[config.mk]
export PLATFORM = sky130hd
export DESIGN_NAME = fp32_seq_mul
export DESIGN_NICKNAME = d
export VERILOG_FILES = /design/src/rtl/fp32_seq_mul.sv
export SDC_FILE = /design/constraint.sdc
export NUM_CORES = 1
export LEC_CHECK = 0
export ABC_CLOCK_PERIOD_IN_PS = 7100
export CAP_MARGIN = 40
export CORE_MARGIN = 4
export CORE_UTILIZATION = 50
export DETAILED_ROUTE_END_ITERATION = 8
export DONT_BUFFER_PORTS = 1
export PLACE_DENSITY = 0.74
export SYNTH_ARGS = -nofsm -noshare
export SYNTH_HDL_FRONTEND = slang
export SYNTH_SLANG_ARGS = --single-unit
[constraint.sdc]
create_clock -name clk -period 7.1 [get_ports clk]
set_clock_uncertainty 0.2 [all_clocks]
set_input_delay 0 -clock clk [delete_from_list [all_inputs] [get_ports clk]]
set_output_delay 0 -clock clk [all_outputs]
set_load 0.03 [all_outputs]
[src/rtl/fp32_seq_mul.sv]
// fp32_seq_mul: sequential IEEE-754 single-precision multiplier (radix-2 Booth, 26-cycle latency)
// Ports: clk, rst (sync, active-high); start, a, b in; y (registered product), busy, done (1-cycle pulse) out.
// Optional macro FP32_SPECIAL_CASE_EN: zero/inf/overflow/underflow handling; latency unchanged.
module fp32_seq_mul (
    input  logic        clk,
    input  logic        rst,
    input  logic        start,
    input  logic [31:0] a,
    input  logic [31:0] b,
    output logic [31:0] y,
    output logic        busy,
    output logic        done
);
    typedef enum logic [1:0] {IDLE, ITER, NORM} state_t;
    state_t      state_q;
    logic [24:0] a_q, q_q, m_q;
    logic        q1_q, sgn_q, busy_q, done_q;
    logic [4:0]  cnt_q;
    logic [7:0]  ea_q, eb_q;
    logic [31:0] y_q;
    logic        sub, act, norm;
    logic [24:0] sum_d, acc_d;
    logic [7:0]  e_d;
    logic [22:0] frac_d;
    logic [31:0] y_d;

    function automatic logic [7:0] rca8(input logic [7:0] x, input logic [7:0] z, input logic ci);
        logic [7:0] s;
        logic       c;
        c = ci;
        for (int i = 0; i < 8; i++) begin
            s[i] = x[i] ^ z[i] ^ c;
            c = (x[i] & z[i]) | (c & (x[i] ^ z[i]));
        end
        return s;
    endfunction

    // Booth pair {Q[0],Q_1}: 10 subtracts M (A + ~M + 1), 01 adds M
    assign sub   = q_q[0] & ~q1_q;
    assign act   = q_q[0] ^ q1_q;
    assign sum_d = a_q + (sub ? ~m_q : m_q) + {24'd0, sub};
    assign acc_d = act ? sum_d : a_q;

    // P[47:0] = {A[22:0], Q}
    assign norm   = a_q[22];
    assign frac_d = norm ? {a_q[21:0], q_q[24]} : {a_q[20:0], q_q[24:23]};
    // unbias each exponent (-127 == +129 mod 256), add, then re-bias with normalisation carry-in
    assign e_d = rca8(rca8(rca8(ea_q, 8'd129, 1'b0), rca8(eb_q, 8'd129, 1'b0), 1'b0), 8'd127, norm);

`ifdef FP32_SPECIAL_CASE_EN
    logic [9:0] te;
    logic       zero, inf, ovf, unf;
    assign te   = {2'b0, ea_q} + {2'b0, eb_q} + {9'd0, norm} - 10'd127;
    assign zero = (ea_q == 8'd0) | (eb_q == 8'd0);
    assign inf  = (ea_q == 8'hFF) | (eb_q == 8'hFF);
    assign ovf  = ~te[9] & (te > 10'd254);
    assign unf  = te[9] | (te == 10'd0);
    assign y_d  = zero ? {sgn_q, 31'd0} :
                  (inf | ovf) ? {sgn_q, 8'hFF, 23'd0} :
                  unf ? {sgn_q, 31'd0} : {sgn_q, e_d, frac_d};
`else
    assign y_d = {sgn_q, e_d, frac_d};
`endif

    always_ff @(posedge clk) begin
        if (rst) begin
            state_q <= IDLE;
            a_q     <= '0;
            q_q     <= '0;
            m_q     <= '0;
            q1_q    <= 1'b0;
            cnt_q   <= '0;
            sgn_q   <= 1'b0;
            ea_q    <= '0;
            eb_q    <= '0;
            y_q     <= '0;
            busy_q  <= 1'b0;
            done_q  <= 1'b0;
        end else begin
            done_q <= 1'b0;
            case (state_q)
                IDLE: if (start) begin
                    a_q     <= '0;
                    q_q     <= {2'b01, a[22:0]};
                    m_q     <= {2'b01, b[22:0]};
                    q1_q    <= 1'b0;
                    cnt_q   <= '0;
                    sgn_q   <= a[31] ^ b[31];
                    ea_q    <= a[30:23];
                    eb_q    <= b[30:23];
                    busy_q  <= 1'b1;
                    state_q <= ITER;
                end
                ITER: begin
                    a_q     <= {acc_d[24], acc_d[24:1]};
                    q_q     <= {acc_d[0], q_q[24:1]};
                    q1_q    <= q_q[0];
                    cnt_q   <= cnt_q + 5'd1;
                    state_q <= (cnt_q == 5'd24) ? NORM : ITER;
                end
                NORM: begin
                    y_q     <= y_d;
                    done_q  <= 1'b1;
                    busy_q  <= 1'b0;
                    state_q <= IDLE;
                end
                default: state_q <= IDLE;
            endcase
        end
    end

    assign y    = y_q;
    assign busy = busy_q;
    assign done = done_q;
endmodule

# [After elaboration in Yosys (flattened, before gate mapping)]
# Cells that the tools add are included.
[word_totals] regBits=133 input_bits=67 out_inout_bits=34
[classes] n_addsub=3 n_eq_ne=4 n_mux=17 bitwise=98 reduce_logical=6
[op_table] operator="25-bit 2-to-1 mux" count=4
[op_table] operator="25-bit one-hot mux with 2 select lines" count=2
[op_table] operator="1-bit bitwise XOR" count=39
[op_table] operator="1-bit AND" count=33
[op_table] operator="25-bit by 1-bit adder with 25-bit output" count=1
[op_table] operator="25-bit adder" count=1
[op_table] operator="24-bit inverter with 25-bit output" count=1
[op_table] operator="23-bit 2-to-1 mux" count=1
[op_table] operator="1-bit bitwise OR" count=13
[op_table] operator="1-bit inverter" count=12
[op_table] operator="5-bit one-hot mux with 2 select lines" count=1
[op_table] operator="2-bit AND reduction" count=3
[op_table] operator="5-bit by 1-bit adder with 5-bit output, second input constant" count=1
[op_table] operator="5-bit equality test, second input constant" count=1
[op_table] operator="5-bit 2-to-1 mux" count=1
[op_table] operator="2-bit 2-to-1 mux" count=2
[op_table] operator="1-bit one-hot mux with 2 select lines" count=2
[op_table] operator="2-bit one-hot mux with 2 select lines" count=1
[op_table] operator="2-bit nonzero test" count=2
[op_table] operator="1-bit 2-to-1 mux" count=3
[op_table] operator="2-bit by 1-bit equality test with 1-bit output, second input constant" count=1
[op_table] operator="2-bit equality test, second input constant" count=1
[op_table] operator="2-bit logical NOT" count=1
[op_table] operator="2-bit inequality test, second input constant" count=1

# [Logic depth before layout (Yosys ltp)]
[depth] word_depth=18 ltp_mapped=15 depth_no_buf=15

# [Least setup slack after synthesis]
# OpenSTA, ideal clock, no wires.
[synth_timing] path_kind="register to register" startpoint="register ea_q[0]" endpoint="register y_q[30] (netlist: y[30])" t_arrival_ps=3274 required_time_ps=6814 slack_ps=3540 stages_incl_launch_ff=15 period_less_slack_ps=3560 cell_sequence="dfxtp_1 ha_1 inv_1 fa_1 fa_1 inv_1 fa_1 fa_1 inv_1 fa_1 fa_1 ha_1 xnor2_1 xnor2_1 a211oi_1"
[synth_between] elab_chain_len=18 word_cells_on_any_way=70
[synth_rtl] item="from (decl)" line_no="19" rtl="logic [7:0] ea_q, eb_q;"
[synth_rtl] item="from (signal assigned)" line_no="89" rtl="ea_q <= a[30:23];"
[synth_rtl] item="1-bit inverter (no source line)"
[synth_rtl] item="1-bit bitwise XOR"
[synth_rtl] item="1-bit inverter (no source line)"
[synth_rtl] item="1-bit AND" line_no="33" rtl="c = (x[i] & z[i]) | (c & (x[i] ^ z[i]));"
[synth_rtl] item="1-bit bitwise OR" line_no="33"
[synth_rtl] item="1-bit AND" line_no="33"
[synth_rtl] item="1-bit bitwise OR" line_no="33"
[synth_rtl] item="1-bit AND" line_no="33"
[synth_rtl] item="(+2 left out)"
[synth_rtl] item="1-bit bitwise OR" line_no="33"
[synth_rtl] item="1-bit AND" line_no="33"
[synth_rtl] item="1-bit bitwise OR" line_no="33"
[synth_rtl] item="1-bit AND" line_no="33"
[synth_rtl] item="1-bit bitwise OR" line_no="33"
[synth_rtl] item="1-bit AND" line_no="33"
[synth_rtl] item="1-bit bitwise OR" line_no="33"
[synth_rtl] item="1-bit bitwise XOR *" line_no="32" rtl="s[i] = x[i] ^ z[i] ^ c;"
[synth_rtl] item="to (signal assigned)" line_no="102" rtl="y_q <= y_d;"
[synth_rtl] item="to (decl)" line_no="20" rtl="logic [31:0] y_q;"
# Every way passes the cells marked *; elsewhere a longest branch is shown, timed or not.
# A chain may end at the register's enable or synchronous reset.

# [Worst setup path in the final report]
[layout_timing] startpoint="register q_q[0]" endpoint="register a_q[17]"
[layout_between] elab_chain_len=6 word_cells_on_any_way=7
[layout_rtl] item="from (decl)" line_no="16" rtl="logic [24:0] a_q, q_q, m_q;"
[layout_rtl] item="from (signal assigned)" line_no="84" rtl="q_q <= {2'b01, a[22:0]};"
[layout_rtl] item="from (signal assigned)" line_no="96" rtl="q_q <= {acc_d[0], q_q[24:1]};"
[layout_rtl] item="1-bit AND" line_no="39" rtl="assign sub = q_q[0] & ~q1_q;"
[layout_rtl] item="25-bit 2-to-1 mux" line_no="41" rtl="assign sum_d = a_q + (sub ? ~m_q : m_q) + {24'd0, sub};"
[layout_rtl] item="25-bit adder" line_no="41"
[layout_rtl] item="25-bit by 1-bit adder with 25-bit output" line_no="41"
[layout_rtl] item="25-bit 2-to-1 mux *" line_no="42" rtl="assign acc_d = act ? sum_d : a_q;"
[layout_rtl] item="25-bit one-hot mux with 2 select lines *" line_no="81" rtl="case (state_q)"
[layout_rtl] item="to (signal assigned)" line_no="95" rtl="a_q <= {acc_d[24], acc_d[24:1]};"
[layout_rtl] item="to (decl)" line_no="16"
# Marks and branches as above.

==> qor.yml <==
globalplace.congestion: 0.883
cts_buffers: 17
start_kind: "flip-flop"
fmax_mhz: 264
worstHoldStart: "b[17]"
ys_seq_elements: 132
maxSlewViolCount: 0
finalPower_mw: 1.91
outcome: "completed"
htreeDepth: 4
cts_tree: "done"
ant_nets: 0
drc: 0
hold_viol: 0
crit_slowest_cell: "ha_1"
setup_violations: 0
post-route-period-util_pct: 53.4
firstDrtPassIters: 7
holdCritPathClass: "in2reg"
root_buffer: "clkbuf_16"
regToRegStartpoint: "q_q[0]"
ys_types: 58
postSynthCellCount: 821
path_clk_slew_ns: 0.06
multiInputGateArea_um2: 3970
fin_setup_tns_ns: 0
synth-edff-count: 0
min_period_ns: 3.79
routed_wl_um: 16200
syn_nets: 941
power_leakage_nw: 3.36
synth_flop_cell: "dfxtp_1"
power_density_nw_per_um2: 231
die_w_um: 126
worstPathCellList: "ha_1, xor2_1, fa_1, a21o_1, a31oi_2, nor4b_2, o31a_2, a221oi_2, xnor2_1, a222oi_1, nor2_1"
netlist_area_um2: 6910
path_buf_inv: 0
yosysTopAreaCellShare_pct: 38.2
tightestPinTransition_ns: 0.880
crit_fanout: 14
yosysSeqAreaShare_pct: 38.2
ir_drop_mv: 0.167
grt_pass1_vias: 5746
clk_latency_ns: 0.43
antenna_found_initial: 0
hpwl_um: 10100
criticalPathCategory: "reg2reg"
cp-startpoint: "q_q[0]"
pin_count: 101
vias: 5867
grt_pass1_wl_um: 27200
area_delta_synth_final_pct: 19.7
die_h_um: 126
grt-ovfl-total: 0
postSynthAreaPerCell_um2: 8.42
end_kind: "flip-flop"
clock-sinks: 132
worst_ep_required_time_ns: 7.20
layout-drive-gt1-share_pct: 6.19
cts_buffer_depth: 2
place_inst: 950
final_cell_count_no_fill: 1048
fin_nets: 981
antenna_cells: 0
ys_warn_count: 0
hold_ws_ns: 0.0610
grt_max_degree: 136
coreArea_um2: 13400
num_rows: 42
portBuffers: 0
slew_headroom_pct: 41.3
routed_via_density: 5.60
register_area_um2: 2640
worstPathArrival_ns: 3.89
yosysTopAreaCell: "dfxtp_1"
critPathMaxStageDelay_ns: 0.67
dr.first_iter.drc_count: 369
ys_top_cells_by_area: "dfxtp_1 (38%), ha_1 (8.3%), nor2_1 (7.1%)"
cap_violations: 0
cts.repair.resized: 0
synthArstFlopShare_pct: 0
grt_use_total_pct: 20.9
wl_per_cell_um: 15.5
fillCellCount: 1179
rsz0062_at_grt: "false"
start_util_pct: 51.6
dieArea_um2: 15800
critical_path.top_delay_family: "compound AO/OA/AOI/OAI gates"
==> layout by cell type (no fill, tap or decap), types with 4 or more instances in the layout <==
cell type / Yosys / routed
clkinv_2: 0 / 4
a21oi_1: 66 / 66
a31oi_1: 4 / 4
nor4_1: 17 / 17
inv_1: 24 / 24
dfxtp_1: 132 / 132
fa_1: 7 / 7
nand2_1: 109 / 108
mux2i_1: 25 / 25
ha_1: 46 / 46
a21o_1: 10 / 10
xnor2_1: 20 / 20
buf_4: 1 / 6
o21a_1: 5 / 5
a22oi_1: 8 / 8
a211oi_1: 35 / 35
nand4_1: 4 / 4
xor2_1: 32 / 32
o22ai_1: 4 / 4
nor2_1: 131 / 130
a311oi_1: 6 / 6
nor3_1: 4 / 4
or3_1: 4 / 4
dlygate4sd3_1: 0 / 67
nand2b_1: 4 / 4
a222oi_1: 15 / 15
o21ai_0: 4 / 4
nand3_1: 5 / 5
o21ai_1: 7 / 7
clkbuf_16: 0 / 17
==> logic make-up after synthesis <==
group / after synthesis / share of synthesized area, %
multiplexers: 27 / 4.00
AND/OR/NAND/NOR: 294 / 18.1
flip-flops: 132 / 38.2
XOR/XNOR: 52 / 6.59
AO/OA/AOI/OAI: 182 / 18.2
adder cells (fa/ha/maj): 53 / 10.4
buffers and inverters: 81 / 4.47
==> per-stage QoR <==
step	utilization [%]	instance area (um^2)	setup WS [ns]
after floorplan	-	6910	3.54
after global placement	52.0	6970	3.38
after detailed placement	52.4	7020	3.32
after CTS	61.7	8270	3.28
after global routing	61.7	8270	2.98
final	61.7	8270	3.31
==> registers in the layout, indices dropped and copies added, names as in the netlist <==
name     count
sgn_q        1
cnt_q        5
y           32
q1_q         1
busy         1
q_q         25
eb_q         8
ea_q         8
done         1
state_q      2
a_q         24
m_q         24
==> timing repair <==
action | in CTS | in global routing
setup buffers | 0 | 0
hold endpoints to repair | 132 | 0
hold buffers | 68 | 0
==> path summary, 6_finish.rpt <==
kind	to	slack, ns	cells after the start
setup / recovery	a_q[17]	3.31	11
hold / removal	m_q[17]	0.06	3
setup reg to reg	a_q[17]	3.31	11
hold reg to reg	ea_q[3]	0.26	2
==> Yosys cell counts, types with 15 or more instances <==
library cell	n
xor2_1	32
mux2i_1	25
a21oi_1	66
clkbuf_1	48
nor4_1	17
nand2_1	109
a222oi_1	15
inv_1	24
dfxtp_1	132
xnor2_1	20
nor2_1	131
ha_1	46
a211oi_1	35
==> power breakdown <==
part	internal [mW]	switching (mW)
Combinational	0.128	0.164
Clock	0.502	0.318
Sequential	0.774	0.0252
Total	1.40	0.507
==> final cells by class <==
class / instances / area share, %
Multi-Input combinational cell: 608 / 48.0
Sequential cell: 132 / 31.9
Clock inverter: 9 / 0.983
Timing Repair Buffer: 77 / 9.59
Tap cell: 176 / 2.66
Clock buffer: 21 / 5.69
Inverter: 25 / 1.13
==> tightest hold or removal path, stage by stage <==
cell	delay, ns
dlygate4sd3_1	0.53
nand2_1	0.06
a21oi_1	0.05
==> metal layers <==
metal	wire (um)	vias up	GRT usage, %
li1	-	2959	-
met4	233	0	7.53
met1	7160	2734	26.1
met3	1050	20	6.44
met5	0	-	0
met2	7790	154	34.2
(Power assumes the default switching activity.)
